[src/rtl/pcpu_dcache_pkg.sv]
// pcpu_dcache_pkg: default widths, FSM encoding and helpers shared by the data cache files.
package pcpu_dcache_pkg;

    localparam int unsigned DC_DATA_W   = 16;
    localparam int unsigned DC_ADDR_W   = 16;
    localparam int unsigned DC_INDEX_W  = 4;
    localparam int unsigned DC_OFFSET_W = 1;
    localparam int unsigned DC_STAT_W   = 16;

    typedef enum logic [1:0] {
        DC_IDLE   = 2'd0,
        DC_REFILL = 2'd1,
        DC_WRITE  = 2'd2
    } dc_state_e;

    // Saturating increment used by the hit/miss statistics counters.
    function automatic logic [DC_STAT_W-1:0] sat_inc(input logic [DC_STAT_W-1:0] v);
        return (v == '1) ? v : v + DC_STAT_W'(1);
    endfunction

endpackage

[src/rtl/pcpu_dcache_if.sv]
// pcpu_dcache_if: request/ready word bus, used for both the CPU side and the memory side.
// On the memory side "ready" carries the memory ack.
interface pcpu_dcache_if #(
    parameter int unsigned DATA_W = 16,
    parameter int unsigned ADDR_W = 16
) ();

    logic              req;
    logic              we;
    logic [ADDR_W-1:0] addr;
    logic [DATA_W-1:0] wdata;
    logic [DATA_W-1:0] rdata;
    logic              ready;

    modport master (output req, we, addr, wdata, input rdata, ready);
    modport slave  (input req, we, addr, wdata, output rdata, ready);

endinterface

[src/rtl/pcpu_dcache_array.sv]
// pcpu_dcache_array: data and tag storage with one shared write port and asynchronous reads.
// Contents are intentionally not reset; validity lives in the parent.
module pcpu_dcache_array #(
    parameter int unsigned DATA_W   = 16,
    parameter int unsigned TAG_W    = 11,
    parameter int unsigned INDEX_W  = 4,
    parameter int unsigned OFFSET_W = 1,
    parameter int unsigned WORD_AW  = INDEX_W + OFFSET_W
) (
    input  logic               clock,
    input  logic               we,
    input  logic               tag_we,
    input  logic [WORD_AW-1:0] waddr,
    input  logic [DATA_W-1:0]  wdata,
    input  logic [TAG_W-1:0]   wtag,
    input  logic [WORD_AW-1:0] raddr,
    output logic [DATA_W-1:0]  rdata,
    output logic [TAG_W-1:0]   rtag
);

    localparam int unsigned LINES = 1 << INDEX_W;
    localparam int unsigned WORDS = 1 << WORD_AW;

    logic [DATA_W-1:0] data_mem [WORDS];
    logic [TAG_W-1:0]  tag_mem  [LINES];

    // Word write, with the line tag written alongside on the final refill word.
    always_ff @(posedge clock) begin
        if (we) begin
            data_mem[waddr] <= wdata;
        end
        if (tag_we) begin
            tag_mem[INDEX_W'(waddr >> OFFSET_W)] <= wtag;
        end
    end

    assign rdata = data_mem[raddr];
    assign rtag  = tag_mem[INDEX_W'(raddr >> OFFSET_W)];

endmodule

[src/rtl/pcpu_dcache.sv]
// pcpu_dcache: direct-mapped, write-through, no-write-allocate data cache between MEM stage and memory.
// Optional DCACHE_STATS_EN adds saturating load hit/miss counters (hit_cnt, miss_cnt).
module pcpu_dcache
    import pcpu_dcache_pkg::*;
#(
    parameter int unsigned DATA_W   = DC_DATA_W,
    parameter int unsigned ADDR_W   = DC_ADDR_W,
    parameter int unsigned INDEX_W  = DC_INDEX_W,
    parameter int unsigned OFFSET_W = DC_OFFSET_W
) (
    input  logic          clock,
    input  logic          reset,
    input  logic          flush,
    pcpu_dcache_if.slave  cpu,
    pcpu_dcache_if.master mem
`ifdef DCACHE_STATS_EN
    ,
    output logic [DC_STAT_W-1:0] hit_cnt,
    output logic [DC_STAT_W-1:0] miss_cnt
`endif
);

    localparam int unsigned TAG_W   = ADDR_W - INDEX_W - OFFSET_W;
    localparam int unsigned WORD_AW = INDEX_W + OFFSET_W;
    localparam int unsigned LINES   = 1 << INDEX_W;
    localparam int unsigned WORDS   = 1 << OFFSET_W;
    localparam int unsigned CNT_W   = (OFFSET_W > 0) ? OFFSET_W : 1;

    dc_state_e          state_q, state_d;
    logic [CNT_W-1:0]   cnt_q, cnt_d, cnt_nxt;
    logic               flush_pend_q, flush_pend_d;
    logic [LINES-1:0]   valid_q, valid_d;
    logic               mem_req_q, mem_req_d, mem_we_q, mem_we_d;
    logic [ADDR_W-1:0]  mem_addr_q, mem_addr_d;
    logic [DATA_W-1:0]  mem_wdata_q, mem_wdata_d;
    logic               ready;

    logic [TAG_W-1:0]   tag, rtag;
    logic [INDEX_W-1:0] index;
    logic [ADDR_W-1:0]  line_base;
    logic               hit;
    logic               arr_we, arr_tag_we;
    logic [WORD_AW-1:0] arr_waddr;
    logic [DATA_W-1:0]  arr_wdata, arr_rdata;

    assign tag       = TAG_W'(cpu.addr >> (INDEX_W + OFFSET_W));
    assign index     = INDEX_W'(cpu.addr >> OFFSET_W);
    assign line_base = (cpu.addr >> OFFSET_W) << OFFSET_W;
    assign hit       = valid_q[index] && (rtag == tag);
    assign cnt_nxt   = cnt_q + CNT_W'(1);

    pcpu_dcache_array #(
        .DATA_W   (DATA_W),
        .TAG_W    (TAG_W),
        .INDEX_W  (INDEX_W),
        .OFFSET_W (OFFSET_W),
        .WORD_AW  (WORD_AW)
    ) u_array (
        .clock  (clock),
        .we     (arr_we),
        .tag_we (arr_tag_we),
        .waddr  (arr_waddr),
        .wdata  (arr_wdata),
        .wtag   (tag),
        .raddr  (WORD_AW'(cpu.addr)),
        .rdata  (arr_rdata),
        .rtag   (rtag)
    );

    // State, valid bits and registered memory-side outputs.
    always_ff @(posedge clock or negedge reset) begin
        if (!reset) begin
            state_q      <= DC_IDLE;
            cnt_q        <= '0;
            flush_pend_q <= 1'b0;
            valid_q      <= '0;
            mem_req_q    <= 1'b0;
            mem_we_q     <= 1'b0;
            mem_addr_q   <= '0;
            mem_wdata_q  <= '0;
        end else begin
            state_q      <= state_d;
            cnt_q        <= cnt_d;
            flush_pend_q <= flush_pend_d;
            valid_q      <= valid_d;
            mem_req_q    <= mem_req_d;
            mem_we_q     <= mem_we_d;
            mem_addr_q   <= mem_addr_d;
            mem_wdata_q  <= mem_wdata_d;
        end
    end

    // Next-state, cache array writes and CPU handshake.
    always_comb begin
        state_d      = state_q;
        cnt_d        = cnt_q;
        flush_pend_d = flush_pend_q;
        valid_d      = valid_q;
        mem_req_d    = mem_req_q;
        mem_we_d     = mem_we_q;
        mem_addr_d   = mem_addr_q;
        mem_wdata_d  = mem_wdata_q;
        ready        = 1'b0;
        arr_we       = 1'b0;
        arr_tag_we   = 1'b0;
        arr_waddr    = WORD_AW'(cpu.addr);
        arr_wdata    = cpu.wdata;

        unique case (state_q)
            DC_IDLE: begin
                if (flush) begin
                    valid_d = '0;
                end else if (!cpu.req) begin
                    ready = 1'b1;
                end else if (!cpu.we) begin
                    if (hit) begin
                        ready = 1'b1;
                    end else begin
                        state_d    = DC_REFILL;
                        cnt_d      = '0;
                        mem_req_d  = 1'b1;
                        mem_we_d   = 1'b0;
                        mem_addr_d = line_base;
                    end
                end else begin
                    state_d     = DC_WRITE;
                    mem_req_d   = 1'b1;
                    mem_we_d    = 1'b1;
                    mem_addr_d  = cpu.addr;
                    mem_wdata_d = cpu.wdata;
                end
            end
            DC_REFILL: begin
                if (flush) begin
                    flush_pend_d = 1'b1;
                end
                if (mem.ready) begin
                    arr_we    = 1'b1;
                    arr_waddr = WORD_AW'(mem_addr_q);
                    arr_wdata = mem.rdata;
                    if (cnt_q == CNT_W'(WORDS - 1)) begin
                        arr_tag_we   = 1'b1;
                        state_d      = DC_IDLE;
                        mem_req_d    = 1'b0;
                        flush_pend_d = 1'b0;
                        // A flush seen during the refill leaves every line, this one included, invalid.
                        if (flush_pend_q || flush) begin
                            valid_d = '0;
                        end else begin
                            valid_d[index] = 1'b1;
                        end
                    end else begin
                        cnt_d      = cnt_nxt;
                        mem_addr_d = line_base | ADDR_W'(cnt_nxt);
                    end
                end
            end
            DC_WRITE: begin
                if (flush) begin
                    flush_pend_d = 1'b1;
                end
                if (mem.ready) begin
                    ready        = 1'b1;
                    arr_we       = hit;
                    state_d      = DC_IDLE;
                    mem_req_d    = 1'b0;
                    mem_we_d     = 1'b0;
                    flush_pend_d = 1'b0;
                    if (flush_pend_q || flush) begin
                        valid_d = '0;
                    end
                end
            end
            default: begin
                state_d = DC_IDLE;
            end
        endcase
    end

    assign cpu.ready = ready && reset;
    assign cpu.rdata = arr_rdata;
    assign mem.req   = mem_req_q;
    assign mem.we    = mem_we_q;
    assign mem.addr  = mem_addr_q;
    assign mem.wdata = mem_wdata_q;

`ifdef DCACHE_STATS_EN
    logic refilled_q;

    // Load hit/miss counters; the retry that follows a refill is not a hit.
    always_ff @(posedge clock or negedge reset) begin
        if (!reset) begin
            hit_cnt    <= '0;
            miss_cnt   <= '0;
            refilled_q <= 1'b0;
        end else begin
            refilled_q <= (state_q == DC_REFILL) && (state_d == DC_IDLE);
            if ((state_q == DC_IDLE) && (state_d == DC_REFILL)) begin
                miss_cnt <= sat_inc(miss_cnt);
            end
            if ((state_q == DC_IDLE) && cpu.req && !cpu.we && ready && !refilled_q) begin
                hit_cnt <= sat_inc(hit_cnt);
            end
        end
    end
`endif

endmodule

[src/flat_wrapper.sv]
// flat-port wrapper written by rule: the top's interface ports become plain ports
module pcpu_dcache_flat import pcpu_dcache_pkg::*;
#(
    parameter int unsigned DATA_W   = DC_DATA_W,
    parameter int unsigned ADDR_W   = DC_ADDR_W,
    parameter int unsigned INDEX_W  = DC_INDEX_W,
    parameter int unsigned OFFSET_W = DC_OFFSET_W
)
  (clock, reset, flush, cpu_req, cpu_we, cpu_addr, cpu_wdata, cpu_rdata, cpu_ready, mem_req, mem_we, mem_addr, mem_wdata, mem_rdata, mem_ready);
  pcpu_dcache_if #(.DATA_W(DATA_W), .ADDR_W(ADDR_W)) cpu_i ();
  pcpu_dcache_if #(.DATA_W(DATA_W), .ADDR_W(ADDR_W)) mem_i ();
  input  logic clock;
  input  logic reset;
  input  logic flush;
  input wire logic [$bits(cpu_i.req)-1:0] cpu_req;
  input wire logic [$bits(cpu_i.we)-1:0] cpu_we;
  input wire logic [$bits(cpu_i.addr)-1:0] cpu_addr;
  input wire logic [$bits(cpu_i.wdata)-1:0] cpu_wdata;
  output wire logic [$bits(cpu_i.rdata)-1:0] cpu_rdata;
  output wire logic [$bits(cpu_i.ready)-1:0] cpu_ready;
  output wire logic [$bits(mem_i.req)-1:0] mem_req;
  output wire logic [$bits(mem_i.we)-1:0] mem_we;
  output wire logic [$bits(mem_i.addr)-1:0] mem_addr;
  output wire logic [$bits(mem_i.wdata)-1:0] mem_wdata;
  input wire logic [$bits(mem_i.rdata)-1:0] mem_rdata;
  input wire logic [$bits(mem_i.ready)-1:0] mem_ready;
  assign cpu_i.req = cpu_req;
  assign cpu_i.we = cpu_we;
  assign cpu_i.addr = cpu_addr;
  assign cpu_i.wdata = cpu_wdata;
  assign cpu_rdata = cpu_i.rdata;
  assign cpu_ready = cpu_i.ready;
  assign mem_req = mem_i.req;
  assign mem_we = mem_i.we;
  assign mem_addr = mem_i.addr;
  assign mem_wdata = mem_i.wdata;
  assign mem_i.rdata = mem_rdata;
  assign mem_i.ready = mem_ready;
  pcpu_dcache #(.DATA_W(DATA_W), .ADDR_W(ADDR_W), .INDEX_W(INDEX_W), .OFFSET_W(OFFSET_W)) u_core (.clock(clock), .reset(reset), .flush(flush), .cpu(cpu_i), .mem(mem_i));
endmodule
[config.mk]
export PLATFORM = sky130hd
export DESIGN_NAME = pcpu_dcache_flat
export DESIGN_NICKNAME = d
export VERILOG_FILES = /design/src/rtl/pcpu_dcache_pkg.sv /design/src/rtl/pcpu_dcache_if.sv /design/src/rtl/pcpu_dcache_array.sv /design/src/rtl/pcpu_dcache.sv /design/src/flat_wrapper.sv
export SDC_FILE = /design/constraint.sdc
export NUM_CORES = 1
export LEC_CHECK = 0
export BUFFER_PORTS_ARGS = -buffer_cell sky130_fd_sc_hd__buf_2
export CAP_MARGIN = 20
export CORE_ASPECT_RATIO = 0.9
export CORE_MARGIN = 5
export CORE_UTILIZATION = 55
export CTS_CLUSTER_SIZE = 8
export DETAILED_ROUTE_END_ITERATION = 12
export PLACE_DENSITY_LB_ADDON = 0.15
export SLEW_MARGIN = 25
export SYNTH_ARGS = -nofsm -noshare
export SYNTH_HDL_FRONTEND = slang
export SYNTH_HIERARCHICAL = 1
export SYNTH_SLANG_ARGS = --single-unit
[constraint.sdc]
create_clock -name clock -period 9.1 [get_ports clock]
set_input_delay 1.365 -clock clock [delete_from_list [all_inputs] [get_ports clock]]
set_output_delay 1.365 -clock clock [all_outputs]
set_load 0.05 [all_outputs]
==> results of run 1 <==
## per-layer routing
layer  global-route usage [%]  vias up  routed length (um)
li1                         -     6805                   -
met1                     36.9     8189               30800
met2                     34.6      687               31300
met3                     5.05      111                5550
met4                     6.89        2                1850
met5                        0        -                   8
## how the worst min path moves through the flow
stage | startpoint | end | slack (ps) | cells past startpoint
floorplan | u_core/valid_q[14] | u_core/valid_q[14] | 460 | 2
global placement | u_core/valid_q[13] | u_core/valid_q[13] | 470 | 2
detailed placement | u_core/valid_q[13] | u_core/valid_q[13] | 490 | 2
CTS | u_core/valid_q[13] | u_core/valid_q[13] | 500 | 2
global route | u_core/mem.wdata[11] | u_core/mem.wdata[11] | 520 | 1
finish | u_core/mem.wdata[12] | u_core/mem.wdata[12] | 500 | 1
## cells in the final DEF, fill, tap and decap left out, drive strengths merged, types with 40 or more instances in the layout
master,Yosys,routed
a22oi,64,64
mux4,59,59
nor2,75,75
nand2,40,40
dfrtp,54,54
buf,60,151
mux2i,260,260
mux2,53,53
edfxtp,688,688
clkbuf,34,119
## stage by stage
stage | power, mW | setup WS, ps | util (%) | hold WS, ps | area (sq um)
after detailed placement | 5.26 | 2170 | 58.2 | 487 | 30900
after global routing | 8.84 | 2360 | 63.4 | 521 | 33700
after global placement | 5.24 | 2240 | 58.2 | 471 | 30900
final | 8.53 | 2510 | 63.4 | 497 | 33700
after CTS | 8.59 | 2300 | 63.4 | 498 | 33700
after floorplan | 4.88 | 3220 | - | 457 | 29600
## sequential cells by signal, indices dropped and copies added (netlist names)
register and count:
u_core/u_array/tag_mem 176, u_core/valid_q 16, u_core/mem.addr 16, u_core/mem.req 1, u_core/mem.we 1, u_core/mem.wdata 16
u_core/cnt_q 1, u_core/state_q 2, u_core/u_array/data_mem 512, u_core/flush_pend_q 1
## Yosys cell counts, types with 2 or more instances
master	instances	area [sq um]
sky130_fd_sc_hd__inv_1	7	26.3
sky130_fd_sc_hd__mux2_2	43	484
sky130_fd_sc_hd__buf_12	2	40.0
sky130_fd_sc_hd__o31ai_1	2	15.0
sky130_fd_sc_hd__nand4_1	16	100
sky130_fd_sc_hd__mux4_1	3	78.8
sky130_fd_sc_hd__buf_2	34	170
sky130_fd_sc_hd__nor3_1	17	85.1
sky130_fd_sc_hd__buf_6	3	33.8
sky130_fd_sc_hd__nand2b_1	7	43.8
sky130_fd_sc_hd__edfxtp_1	688	20700
sky130_fd_sc_hd__nor2b_1	4	25.0
sky130_fd_sc_hd__ha_1	4	50.1
sky130_fd_sc_hd__nand3_1	36	180
sky130_fd_sc_hd__or3_1	2	12.5
sky130_fd_sc_hd__buf_1	5	18.8
sky130_fd_sc_hd__a22o_1	34	298
sky130_fd_sc_hd__o21ai_0	4	20.0
sky130_fd_sc_hd__nand2_1	40	150
sky130_fd_sc_hd__nor4_1	3	18.8
sky130_fd_sc_hd__dfrtp_1	54	1350
sky130_fd_sc_hd__mux2_4	10	150
sky130_fd_sc_hd__a21boi_0	2	15.0
sky130_fd_sc_hd__nand3b_1	6	45.0
sky130_fd_sc_hd__buf_4	16	120
sky130_fd_sc_hd__nor2_4	2	22.5
sky130_fd_sc_hd__clkbuf_1	34	128
sky130_fd_sc_hd__nor2_1	73	274
sky130_fd_sc_hd__a22oi_1	64	480
sky130_fd_sc_hd__or3b_2	3	26.3
sky130_fd_sc_hd__mux4_2	56	1260
sky130_fd_sc_hd__and2_1	3	18.8
sky130_fd_sc_hd__mux2i_1	260	2600
sky130_fd_sc_hd__a31oi_1	36	225
sky130_fd_sc_hd__xor2_1	11	96.3
sky130_fd_sc_hd__a21oi_1	36	180
## cell families (layout without fill, tap and decap cells)
| logic type | after synthesis | after routing |
|---|---|---|
| adder cells (fa/ha/maj) | 4 | 4 |
| AND/OR/NAND/NOR | 217 | 217 |
| buffers and inverters | 101 | 285 |
| XOR/XNOR | 11 | 11 |
| flip-flops | 742 | 742 |
| AO/OA/AOI/OAI | 184 | 184 |
| multiplexers | 372 | 372 |
## cell type report
| cell class | instances | area [sq um] | share of cell area [%] |
|---|---|---|---|
| clock buffers | 119 | 2620 | 7.76 |
| clock inverters | 8 | 145 | 0.430 |
| inverters | 7 | 26.3 | 0.0779 |
| multi-input cells | 788 | 7130 | 21.1 |
| flip-flops and latches | 742 | 22000 | 65.3 |
| well taps | 697 | 872 | 2.59 |
| repair buffers | 151 | 922 | 2.73 |
## power groups by stage
stage          Combinational, mW  Sequential [mW]  Clock, mW
2_1_floorplan              0.581             4.30          0
3_3_place_gp                1.19             4.04          0
3_5_place_dp                1.21             4.05          0
4_1_cts                     1.21             3.99       3.39
5_1_grt                     1.28             4.00       3.56
6_report                    1.21             3.99       3.33
==> results.md, run 1 <==
Die:
- The floorplan has 80 rows.
- Once the floorplan was initialized, standard cells occupied 55.7% of the core.
- From left edge to right edge, the die measures 255 um.
- The I/O pin count is 105.
- The floorplan step set the die height to 230 um.
- The full die area is 58600 sq um.
- After floorplanning, the core was sized to cover 53200 sq um.

Setup path:
- Among cell families on the critical path, the largest total delay comes from simple AND/OR/NAND/NOR gates.
- The worst reg-to-reg path cell count is 9.
- In this run the critical register-to-register path is captured at u_core/u_array/data_mem[13][11].
- The largest stage delay on the critical path is 630 ps.
- The type of destination of the critical path is an output port.
- The cell depth of the worst setup path is 9.
- In this run the worst path has a maximum fanout of 56.
- The worst setup path is launched from an input port.
- The flop-to-flop setup slack is 4020 ps.
- The number of buffers and inverters on the critical path is 2.
- The slowest library cell on the worst path is sky130_fd_sc_hd__nor4_1.
- The startpoint of the worst setup timing path is cpu_addr[1].
- The critical path start-end classification is in -> out.
- The arrival time at the worst endpoint is 5220 ps.
- The worst setup path endpoint is cpu_ready.
- The launch point of the worst reg-to-reg path is u_core/u_array/tag_mem[15][4].
- The cell that appears most often on the critical path is sky130_fd_sc_hd__mux4_2.
- The critical path goes through buf_6, mux4_2, mux4_2, xor2_1, nor4_1, nand3_1, or3_1, a31oi_1, buf_2.
- The required time of the critical path is 7740 ps.

Global route:
- The number of antenna violations at the first check in global routing is 1.
- After global routing the overflow that remains totals 0.
- The number of global-route vias before repair is 15500.
- The first global-routing pass estimated 103000 um of wire.
- The largest net degree at the start of global routing is 133.
- The global-route usage over all layers is 23.8%.

CTS:
- The root cell of the clock tree is sky130_fd_sc_hd__clkbuf_16.
- The number of buffers inserted for hold repair after clock tree synthesis is 0.
- For this design, the sink count on the clock tree is 742.
- The total clock buffers created by CTS is 102.
- After clock tree synthesis, the repair step resized 0 gates.
- The number of levels in the clock H-tree is 3.
- At the later pin of the worst-skew pair, clock insertion delay measures 660 ps.
- The CTS clock-pin slew for the worst setup and hold paths is 50 ps.
- The post-CTS setup-driven buffer insertion count is 0.
- Counting along the longest clock path gives a buffer depth of 3.
- TritonCTS built the clock tree.

STA:
- The clock period could shrink to 6590 ps.
- The total count of max-transition violations in the final report is 0.
- Setup violations remaining at the end of the flow were counted as 0.
- The number of hold-slack violations in the final timing report is 0.
- The relative slew slack is 26.0%.
- In the finished design, the share of the clock period the worst path needs comes to 72.4%.
- Setup repair after global routing left no endpoint under its margin.
- The measured slew at the worst slew-check pin is 1110 ps.
- Clock skew on the completed layout was measured at 25.0 ps.
- The final sum of negative setup slack is 0 ps.
- The maximum clock rate is 152 MHz.

Placed design:
- The congestion estimate from routability-driven global placement came to 0.809.
- The count of input and output buffers is 104.
- The HPWL after detailed placement is 40300 um.
- In this run, placement finished with an instance count of 2384.

Routing:
- The number of vias per cell after detailed routing is 6.29.
- The pre-antenna-repair detailed-routing pass consisted of 5 iterations.
- The violation count after the first detailed-route iteration is 1818.
- The detailed router placed 15800 vias in this run.
- The post-detailed-route DRC marker count is 0.
- The per-cell routed wire length is 27.7 um.
- The count of nets left with antenna violations once routing finished came out at 0.
- For this block, the routed nets add up to 69500 um of wire.

Power:
- The combinational fraction of design power is 14.2%.
- The sequential cell fraction of total power is 46.8%.
- The clock share of power is 39.0%.
- The worst-case IR drop observed on VDD is 0.168 mV.
- In this run the power spent charging and discharging nets is 2.25 mW.
- The internal power of the cells totals 6.28 mW.
- The power per standard cell area is 253 nW/um^2.
- Net switching is 26.4% of the power.
- The static leakage power is 11.9 nW.

Cells and area:
- The count of cells in the finished layout, fillers not included, comes to 2512.
- The ratio of cells with drive above 1 in the final layout is 22.0%.
- 0 antenna diodes ended up in the layout.
- For this run, the post-layout net count is 1850.
- Counting the fill cells in the layout gives 3598.
- Relative to the synthesized area, the layout overhead comes to 13.8%.

Outcome:
- The flow ran to the end, and the final reports show no timing, DRC or antenna violations.

Yosys:
- The mapped netlist covers 29600 sq um.
- After synthesis, the netlist uses 47 different library cells.
- Counting every net in the synthesized netlist gives 1689.
- The fraction of synthesis flops using an asynchronous set or reset pin is 7.28%.
- The basic-gate share of the synthesized area counting and, or, nand and nor cells is 3.52%.
- The leading register cell type out of synthesis is sky130_fd_sc_hd__edfxtp_1.
- The portion of synthesized area spent on multiplexers is 15.5%.
- The number of synthesized flops with an enable pin is 688.
- Summing the areas of all xor and xnor instances in the mapped netlist gives 0.325% of the synthesized area.
- The yosys synthesis warning count is 6.
- By area, the combinational part of the netlist is dominated by multiplexers.
- The post-synthesis adder-cell area fraction is 0.169%.
- In this run, synthesis produced a sequential element count of 742.
- The compound-cell area share of the yosys netlist is 4.41%.
- After technology mapping, the gate count stands at 1631.
- After synthesis, flip-flops and latches occupy 74.3% of the total area.
- The average size of a mapped cell is 18.2 sq um.

Job:
- The number of maximum-capacitance constraint violations is 0.

Worst hold path:
- The path class of the lowest-slack min-delay path is reg -> reg.
No activity file was read; power rests on OpenSTA's default activity.
==> run 2: changes to the inputs <==
clock period = 6.75 ns   (was 9.1 ns; I/O delays follow)
==> run 2 against run 1 <==
  * Sequential power is 35% higher
  * Final area grew 0.17%
  * Via count rose by 1.1%
  * Sequential share of layout area down 0.11 points
  * Clock skew is 0.64 ps lower
  * Power rose by 35%
  * Non-clock buffer count up 5
  * Die area stayed put
  * Critical endpoint unchanged
==> results.md, run 2 (same netlist as run 1, synthesis figures left out) <==
Outcome:
- Outcome: finished, final reports clean (unchanged).

CTS:
- The number of levels in the clock H-tree is 3 (unchanged).
- The number of instances resized during post-cts repair is 0 (unchanged).
- The latest clock arrival within the worst-skew pair came to 630 ps (was 660 ps).
- The CTS clock-pin slew for the worst setup and hold paths was 50 ps (about the same).
- The CTS sink count is 742 (unchanged).
- The root cell of the clock tree is sky130_fd_sc_hd__clkbuf_16 (unchanged).
- The post-CTS setup-driven buffer insertion count is 0 (unchanged).
- The number of buffers inserted for hold repair after clock tree synthesis is 0 (unchanged).
- The TritonCTS clock tree is built (unchanged).
- The total clock buffers created by CTS is 102 (unchanged).
- The buffer levels on the longest clock path was 3 (unchanged).

STA:
- The fraction of the cycle the final worst path needs is 84.6%.
- The total count of max-transition violations in the final report came to 0 (unchanged).
- Static timing analysis puts the maximum clock frequency at 175 MHz.
- The relative slew slack is 27.5% (was 26.0%).
- The minimum clock period after layout is 5710 ps.
- The number of failing setup endpoints in the final timing report is 0 (unchanged).
- RSZ-0062 raised after global routing: no (unchanged).
- The final clock skew is 24.4 ps (was 25.0 ps).
- The number of hold-slack violations in the final timing report came to 0 (unchanged).
- The measured slew at the worst slew-check pin came to 1090 ps (was 1110 ps).
- The final sum of negative setup slack came to 0 ps (unchanged).

Setup path:
- The required time of the critical path is 5740 ps (was 7740 ps).
- The type of destination of the critical path is an output port (unchanged).
- The cell depth of the worst setup path is 10 (was 9).
- The dominant delay contributor by cell family on the critical path is buffers and inverters (was simple AND/OR/NAND/NOR gates).
- The startpoint kind of the worst setup timing path is an input port (unchanged).
- The worst reg-to-reg path cell count was 10 (was 9).
- The largest stage delay on the critical path was 680 ps (was 630 ps).
- The flop-to-flop setup slack is 2140 ps (was 4020 ps).
- The number of buffers and inverters on the critical path was 3 (was 2).
- The maximum fanout along the worst path is 35 (was 56).
- The startpoint of the worst setup timing path is cpu_addr[2] (was cpu_addr[1]).
- The critical path start-end classification is in -> out (unchanged).
- The arrival time at the worst endpoint was 4700 ps (was 5220 ps).
- CP cell instances: buf_2, buf_4, mux4_2, mux4_2, xor2_1, nor4_1, nand3_1, or3_1, a31oi_1, buf_2 (was buf_6, mux4_2, mux4_2, xor2_1, nor4_1, nand3_1, or3_1, a31oi_1, buf_2).
- The launch point of the worst reg-to-reg path is u_core/u_array/tag_mem[15][6] (was u_core/u_array/tag_mem[15][4]).
- The worst setup path endpoint is cpu_ready (unchanged).
- The slowest library cell on the worst path is sky130_fd_sc_hd__buf_2 (was sky130_fd_sc_hd__nor4_1).
- The capture instance of the worst register-to-register path is u_core/u_array/data_mem[4][3] (was u_core/u_array/data_mem[13][11]).

Global route:
- The largest net degree at the start of global routing is 101 (was 133).
- The first-pass GRT wire length came to 105000 um (was 103000 um).
- The global-route usage over all layers was 24.5% (was 23.8%).
- The aggregate global routing overflow is 0 (unchanged).
- The number of antenna violations at the first check in global routing is 0 (was 1).
- The number of global-route vias before repair was 15700 (was 15500).

Power:
- The combinational fraction of design power is 14.4% (was 14.2%).
- The worst IR drop on VDD was 0.205 mV (was 0.168 mV).
- The internal power summed over all cells is 8.54 mW (was 6.28 mW).
- The switching power share of the total is 26.0% (was 26.4%).
- The clock share of power is 39.0% (about the same).
- The static leakage power is 11.9 nW (about the same).
- The power per standard cell area was 342 nW/um^2 (was 253 nW/um^2).
- The reported net switching power is 3.00 mW (was 2.25 mW).
- The sequential cell fraction of total power is 46.6% (was 46.8%).

Die:
- The placement row count is 80 (unchanged).
- The die outline width is 255 um (unchanged).
- The total core area is 53200 sq um (unchanged).
- The initial cell density of the core is 55.7% (unchanged).
- The die span in y is 230 um (unchanged).
- The full die area was 58600 sq um (unchanged).
- The I/O pin count came to 105 (unchanged).

Job:
- The number of maximum-capacitance constraint violations is 0 (unchanged).

Cells and area:
- The flip-flop count of the largest register, all copies and words added is 512 (unchanged).
- The count of fill cells added during filler insertion is 3685 (was 3598).
- The total area of multi-input combinational cells came to 7140 sq um (was 7130 sq um).
- The ratio of cells with drive above 1 in the final layout was 22.2% (was 22.0%).
- The register ranked first by flip-flop count is u_core/u_array/data_mem (unchanged).
- The storage element area is 22000 sq um (unchanged).
- The post-synthesis to final-layout area growth is 14.0% (was 13.8%).
- Largest registers ranked by flip-flop count: u_core/u_array/data_mem (512), u_core/u_array/tag_mem (176) (unchanged).
- The final-stage net count is 1855 (was 1850).
- The final instance area came to 33800 sq um (was 33700 sq um).
- Most used cells in the layout excluding fill and tap cells: sky130_fd_sc_hd__edfxtp_1, sky130_fd_sc_hd__mux2i_1, sky130_fd_sc_hd__clkbuf_16 (was sky130_fd_sc_hd__edfxtp_1, sky130_fd_sc_hd__mux2i_1, sky130_fd_sc_hd__clkbuf_16, sky130_fd_sc_hd__buf_2, sky130_fd_sc_hd__a22oi_1).
- The most common cell after layout, fill and taps aside is sky130_fd_sc_hd__edfxtp_1 (unchanged).

Routing:
- The post-detailed-route DRC marker count came to 0 (unchanged).
- The number of vias per cell after detailed routing is 6.32 (was 6.29).
- The violation count after the first detailed-route iteration is 1983 (was 1818).
- The overall via count from detail_route came to 16000 (was 15800).
- The remaining antenna violation count after routing is 0 (unchanged).
- The per-cell routed wire length is 28.5 um (was 27.7 um).
- The routed wire length is 72200 um (was 69500 um).
- The number of iterations in the first detailed-routing pass is 6 (was 5).

Placed design:
- The area after detailed placement is 31000 sq um (was 30900 sq um).
- The count of input and output buffers was 104 (unchanged).
- The last weighted congestion value of the routability-driven placer is 0.800 (was 0.809).
- The HPWL reported at the end of detailed placement is 42600 um (was 40300 um).

Worst hold path:
- The path class of the lowest-slack min-delay path was reg -> reg (unchanged).
-- run 2: tightest hold or removal path, stage by stage (launching register included) --
cell and delay, ps:
sky130_fd_sc_hd__dfrtp_1 340, sky130_fd_sc_hd__a31oi_1 40, sky130_fd_sc_hd__nor2_1 70
-- run 2: final cells by class --
type | instances | area share [%]
clock inverter | 4 | 0.122
tap | 697 | 2.58
inverter | 7 | 0.0778
clock buffer | 133 | 8.09
antenna | 2 | 0.0148
multi-input combinational | 788 | 21.1
timing repair buffer | 156 | 2.82
sequential | 742 | 65.2
-- run 2: metrics by stage --
stage	instances	hold WS, ps	power [mW]	util [%]	setup WS [ps]
6_report	2529	493	11.5	63.6	1040
5_1_grt	2527	515	11.9	63.5	812
4_1_cts	2527	494	11.6	63.5	870
3_5_place_dp	2390	484	7.12	58.3	580
3_3_place_gp	2390	474	7.09	58.3	703
2_1_floorplan	1631	457	6.58	-	1570
-- run 2: worst min-delay path by stage --
| stage | startpoint | cells past startpoint | slack (ps) | to |
|---|---|---|---|---|
| after floorplan | u_core/valid_q[14] | 2 | 460 | u_core/valid_q[14] |
| after global placement | u_core/valid_q[3] | 2 | 470 | u_core/valid_q[3] |
| after detailed placement | u_core/valid_q[1] | 2 | 480 | u_core/valid_q[1] |
| after CTS | u_core/valid_q[1] | 2 | 490 | u_core/valid_q[1] |
| after global routing | u_core/mem.addr[14] | 1 | 510 | u_core/mem.addr[14] |
| final | u_core/valid_q[1] | 2 | 490 | u_core/valid_q[1] |
-- run 2: power groups by stage --
stage               Clock (mW)  Combinational (mW)  Sequential, mW
floorplan                    0               0.783            5.80
global placement             0                1.63            5.45
detailed placement           0                1.66            5.46
CTS                       4.58                1.67            5.38
global route              4.78                1.74            5.39
finish                    4.50                1.66            5.38
-- run 2: metal layers --
layer / track usage (%) / vias to the layer above / share of wire (%)
met3: 5.32 / 95 / 8.6
met2: 36.9 / 760 / 47
met5: 0 / - / 0
met4: 5.26 / 0 / 1.8
li1: - / 6844 / -
met1: 37.6 / 8273 / 43
==> run 3: changes to the inputs <==
ABC_AREA = 1   (was not set)
clock period = 5.1 ns   (was 6.75 ns; I/O delays follow)
==> run 3 against run 2 <==
  * Clock-buffer cell count rose by 3
  * Sequential power is 33% higher
  * Power increased by 34%
  * Via count increased by 30%
  * Final cell count rose by 44%
  * First-iteration DRC count increased by 12%
  * Clock power grew 34%
  * Global-route usage decreased by 0.16 points
  * Clock skew fell by 2.7 ps
  * Core utilization fell by 0.55 points
  * Largest power group unchanged
  * Critical endpoint unchanged
  * Critical path type unchanged
==> results.md, run 3 <==
STA:
- The final sum of negative setup slack was 0 ps (unchanged).
- After layout, the worst path uses 92.1% of the clock period.
- The total count of max-transition violations in the final report was 0 (unchanged).
- The relative slew slack was 28.9% (was 27.5%).
- The number of failing setup endpoints in the final timing report came to 0 (unchanged).
- The measured slew at the worst slew-check pin is 1060 ps (was 1090 ps).
- The number of hold-slack violations in the final timing report was 0 (unchanged).
- The final clock skew is 21.7 ps (was 24.4 ps).
- RSZ-0062 raised after global routing: no (unchanged).
- The maximum clock rate is 213 MHz.
- The clock period could shrink to 4700 ps.

CTS:
- The number of buffers inserted for hold repair after clock tree synthesis is 0 (unchanged).
- The CTS clock-pin slew for the worst setup and hold paths is 50 ps (about the same).
- The buffer levels on the longest clock path is 3 (unchanged).
- The total clock buffers created by CTS is 102 (unchanged).
- The post-CTS setup-driven buffer insertion count was 0 (unchanged).
- The CTS sink count is 742 (unchanged).
- The TritonCTS clock tree was built (unchanged).
- The latest clock arrival within the worst-skew pair is 640 ps (was 630 ps).
- The number of instances resized during post-cts repair came to 0 (unchanged).
- The root cell of the clock tree is sky130_fd_sc_hd__clkbuf_16 (unchanged).
- The number of levels in the clock H-tree came to 3 (unchanged).

Outcome:
- Outcome: finished, final reports clean (unchanged).

Yosys:
- The post-synthesis cell area came to 31000 sq um (was 29600 sq um).
- The part of the Yosys area used for sequential elements came to 71.0% (was 74.3%).
- The number of register bits inferred by synthesis is 742 (unchanged).
- The synthesized netlist net count was 2770 (was 1689).
- Most area-consuming cells after synthesis: sky130_fd_sc_hd__edfxtp_1, sky130_fd_sc_hd__nand2_1, sky130_fd_sc_hd__nand3_1 (was sky130_fd_sc_hd__edfxtp_1, sky130_fd_sc_hd__mux2i_1, sky130_fd_sc_hd__dfrtp_1).
- The fraction of synthesis flops using an asynchronous set or reset pin is 7.28% (unchanged).
- The largest area contributor in the synthesized netlist is sky130_fd_sc_hd__edfxtp_1 (unchanged).
- Leading post-synthesis cells by instance count: sky130_fd_sc_hd__nand2_1, sky130_fd_sc_hd__edfxtp_1, sky130_fd_sc_hd__nand3_1, sky130_fd_sc_hd__nor2_1, sky130_fd_sc_hd__inv_1 (was sky130_fd_sc_hd__edfxtp_1, sky130_fd_sc_hd__mux2i_1, sky130_fd_sc_hd__nor2_1, sky130_fd_sc_hd__a22oi_1, sky130_fd_sc_hd__mux4_2).
- The leading register cell type out of synthesis is sky130_fd_sc_hd__edfxtp_1 (unchanged).
- The average size of a mapped cell came to 11.4 sq um (was 18.2 sq um).
- The cell count after synthesis was 2712 (was 1631).
- The area share of the leading cell type in the synthesized netlist was 66.6% (was 69.7%).
- The cell with the most instances after synthesis is sky130_fd_sc_hd__nand2_1 (was sky130_fd_sc_hd__edfxtp_1).
- The post-synthesis cell type count is 40 (was 47).
- The yosys synthesis warning count came to 6 (unchanged).
- The number of synthesized flops with an enable pin is 688 (unchanged).

Die:
- The placement row count was 82 (was 80).
- The die span in y is 235 um (was 230 um).
- The full die area is 61200 sq um (was 58600 sq um).
- The initial cell density of the core is 55.6% (was 55.7%).
- The total core area is 55800 sq um (was 53200 sq um).
- The I/O pin count is 105 (unchanged).
- The die outline width was 260 um (was 255 um).

Setup path:
- The maximum fanout along the worst path is 62 (was 35).
- The arrival time at the worst endpoint is 3930 ps (was 4700 ps).
- The startpoint kind of the worst setup timing path is an input port (unchanged).
- The required time of the critical path came to 4340 ps (was 5740 ps).
- The type of destination of the critical path was an output port (unchanged).
- The critical path start-end classification is in -> out (unchanged).

Cells and area:
- The most common cell after layout, fill and taps aside is sky130_fd_sc_hd__nand2_1 (was sky130_fd_sc_hd__edfxtp_1).
- Largest registers ranked by flip-flop count: u_core/u_array/data_mem (512), u_core/u_array/tag_mem (176) (unchanged).
- The flip-flop count of the largest register, all copies and words added is 512 (unchanged).
- The final instance area was 35200 sq um (was 33800 sq um).
- Most used cells in the layout excluding fill and tap cells: sky130_fd_sc_hd__nand2_1, sky130_fd_sc_hd__edfxtp_1, sky130_fd_sc_hd__nand3_1 (was sky130_fd_sc_hd__edfxtp_1, sky130_fd_sc_hd__mux2i_1, sky130_fd_sc_hd__clkbuf_16).
- The total area of multi-input combinational cells is 7750 sq um (was 7140 sq um).
- The post-synthesis to final-layout area growth is 13.4% (was 14.0%).
- The number of standard cells in the final layout excluding fillers was 3638 (was 2529).
- The post-layout utilization of the core came to 63.0% (was 63.6%).
- The register ranked first by flip-flop count was u_core/u_array/data_mem (unchanged).
- The antenna diode count is 0 (was 2).
- The storage element area was 22000 sq um (unchanged).
- The ratio of cells with drive above 1 in the final layout was 12.0% (was 22.2%).
- The final-stage net count is 2906 (was 1855).
- The count of fill cells added during filler insertion was 4316 (was 3685).

Routing:
- The post-detailed-route DRC marker count is 0 (unchanged).
- The remaining antenna violation count after routing is 0 (unchanged).
- The overall via count from detail_route is 20700 (was 16000).
- The number of iterations in the first detailed-routing pass came to 6 (unchanged).
- The violation count after the first detailed-route iteration is 2224 (was 1983).
- The number of vias per cell after detailed routing is 5.70 (was 6.32).
- The per-cell routed wire length is 20.6 um (was 28.5 um).
- The routed wire length is 75000 um (was 72200 um).

Worst hold path:
- The path class of the lowest-slack min-delay path is in -> async (was reg -> reg).

Global route:
- The aggregate global routing overflow is 0 (unchanged).
- The number of antenna violations at the first check in global routing was 0 (unchanged).
- The first-pass GRT wire length is 117000 um (was 105000 um).
- The number of global-route vias before repair is 20000 (was 15700).
- The global-route usage over all layers came to 24.3% (was 24.5%).
- The largest net degree at the start of global routing is 112 (was 101).

Power:
- The sum of internal, switching and leakage power was 15.5 mW (was 11.5 mW).
- The power per standard cell area was 441 nW/um^2 (was 342 nW/um^2).
- The worst IR drop on VDD came to 0.422 mV (was 0.205 mV).
- The static leakage power is 13.2 nW (was 11.9 nW).

Placed design:
- The area after detailed placement is 32300 sq um (was 31000 sq um).
- The last weighted congestion value of the routability-driven placer is 0.802 (was 0.800).
- The number of cells in the design after placement was 3499 (was 2390).
- The count of input and output buffers came to 104 (unchanged).
- The HPWL reported at the end of detailed placement is 44200 um (was 42600 um).

Job:
- The number of maximum-capacitance constraint violations is 0 (unchanged).
run 3: kinds of logic after synthesis:
| group | count (synthesis) | share of synthesized area, % |
|---|---|---|
| compound gates | 201 | 3.78 |
| xor+xnor | 9 | 0.254 |
| fa+ha+maj | 4 | 0.161 |
| buf+inv | 224 | 4.34 |
| flops | 742 | 71.0 |
| mux | 1 | 0.0363 |
| simple gates | 1531 | 20.5 |
run 3: worst paths after layout:
path | startpoint | to | slack [ps] | cells after the start
worst max-delay path | cpu_addr[2] | cpu_ready | 400 | 14
worst min-delay path | reset | u_core/mem.addr[13] | 270 | 2
worst max register to register | u_core/u_array/tag_mem[13][5] | u_core/u_array/data_mem[23][5] | 1310 | 15
worst min register to register | u_core/mem.req | u_core/mem.req | 470 | 2
max in group asynchronous | reset | u_core/mem.wdata[10] | 4350 | 2
min in group clock | cpu_wdata[9] | u_core/mem.wdata[9] | 430 | 3
run 3: routing by layer:
layer  share of wire [%]  global-route usage, %  up-vias  wire length [um]
met4                 1.6                   5.04        0              1220
met1                  43                   37.1    10000             32600
li1                    -                      -     9658                 -
met2                  45                   36.5      961             33900
met5                   0                      0        -                 0
met3                 9.7                   5.68       98              7260
run 3: cell type report:
class,count,area share [%]
repair buffers,189,3.90
inverters,67,0.744
clock buffers,136,7.95
flip-flops and latches,742,62.6
clock inverters,2,0.0925
well taps,756,2.69
multi-input cells,1746,22.0
run 3: worst max-delay path: stages:
cell and delay [ps]:
sky130_fd_sc_hd__buf_4 530, sky130_fd_sc_hd__buf_4 300, sky130_fd_sc_hd__o21ai_0 110, sky130_fd_sc_hd__o211ai_1 270
sky130_fd_sc_hd__nand3_1 190, sky130_fd_sc_hd__nand2_1 120, sky130_fd_sc_hd__xor2_1 70, sky130_fd_sc_hd__nor2_1 190
sky130_fd_sc_hd__nand3_1 100, sky130_fd_sc_hd__nor2_1 400, sky130_fd_sc_hd__buf_4 240, sky130_fd_sc_hd__nand4_1 100
sky130_fd_sc_hd__a21boi_0 200, sky130_fd_sc_hd__buf_2 300
run 3: through the flow:
stage               setup slack, ps  hold WS (ps)
global placement                272           452
detailed placement              166           462
global route                    235           315
CTS                             480           268
finish                          404           269
floorplan                       875           469
run 3: power by group:
part | internal (mW) | switching [mW] | leakage, nW
clock | 3.73 | 2.32 | 1.37
sequential | 7.06 | 0.106 | 6.87
combinational | 0.520 | 1.77 | 4.98
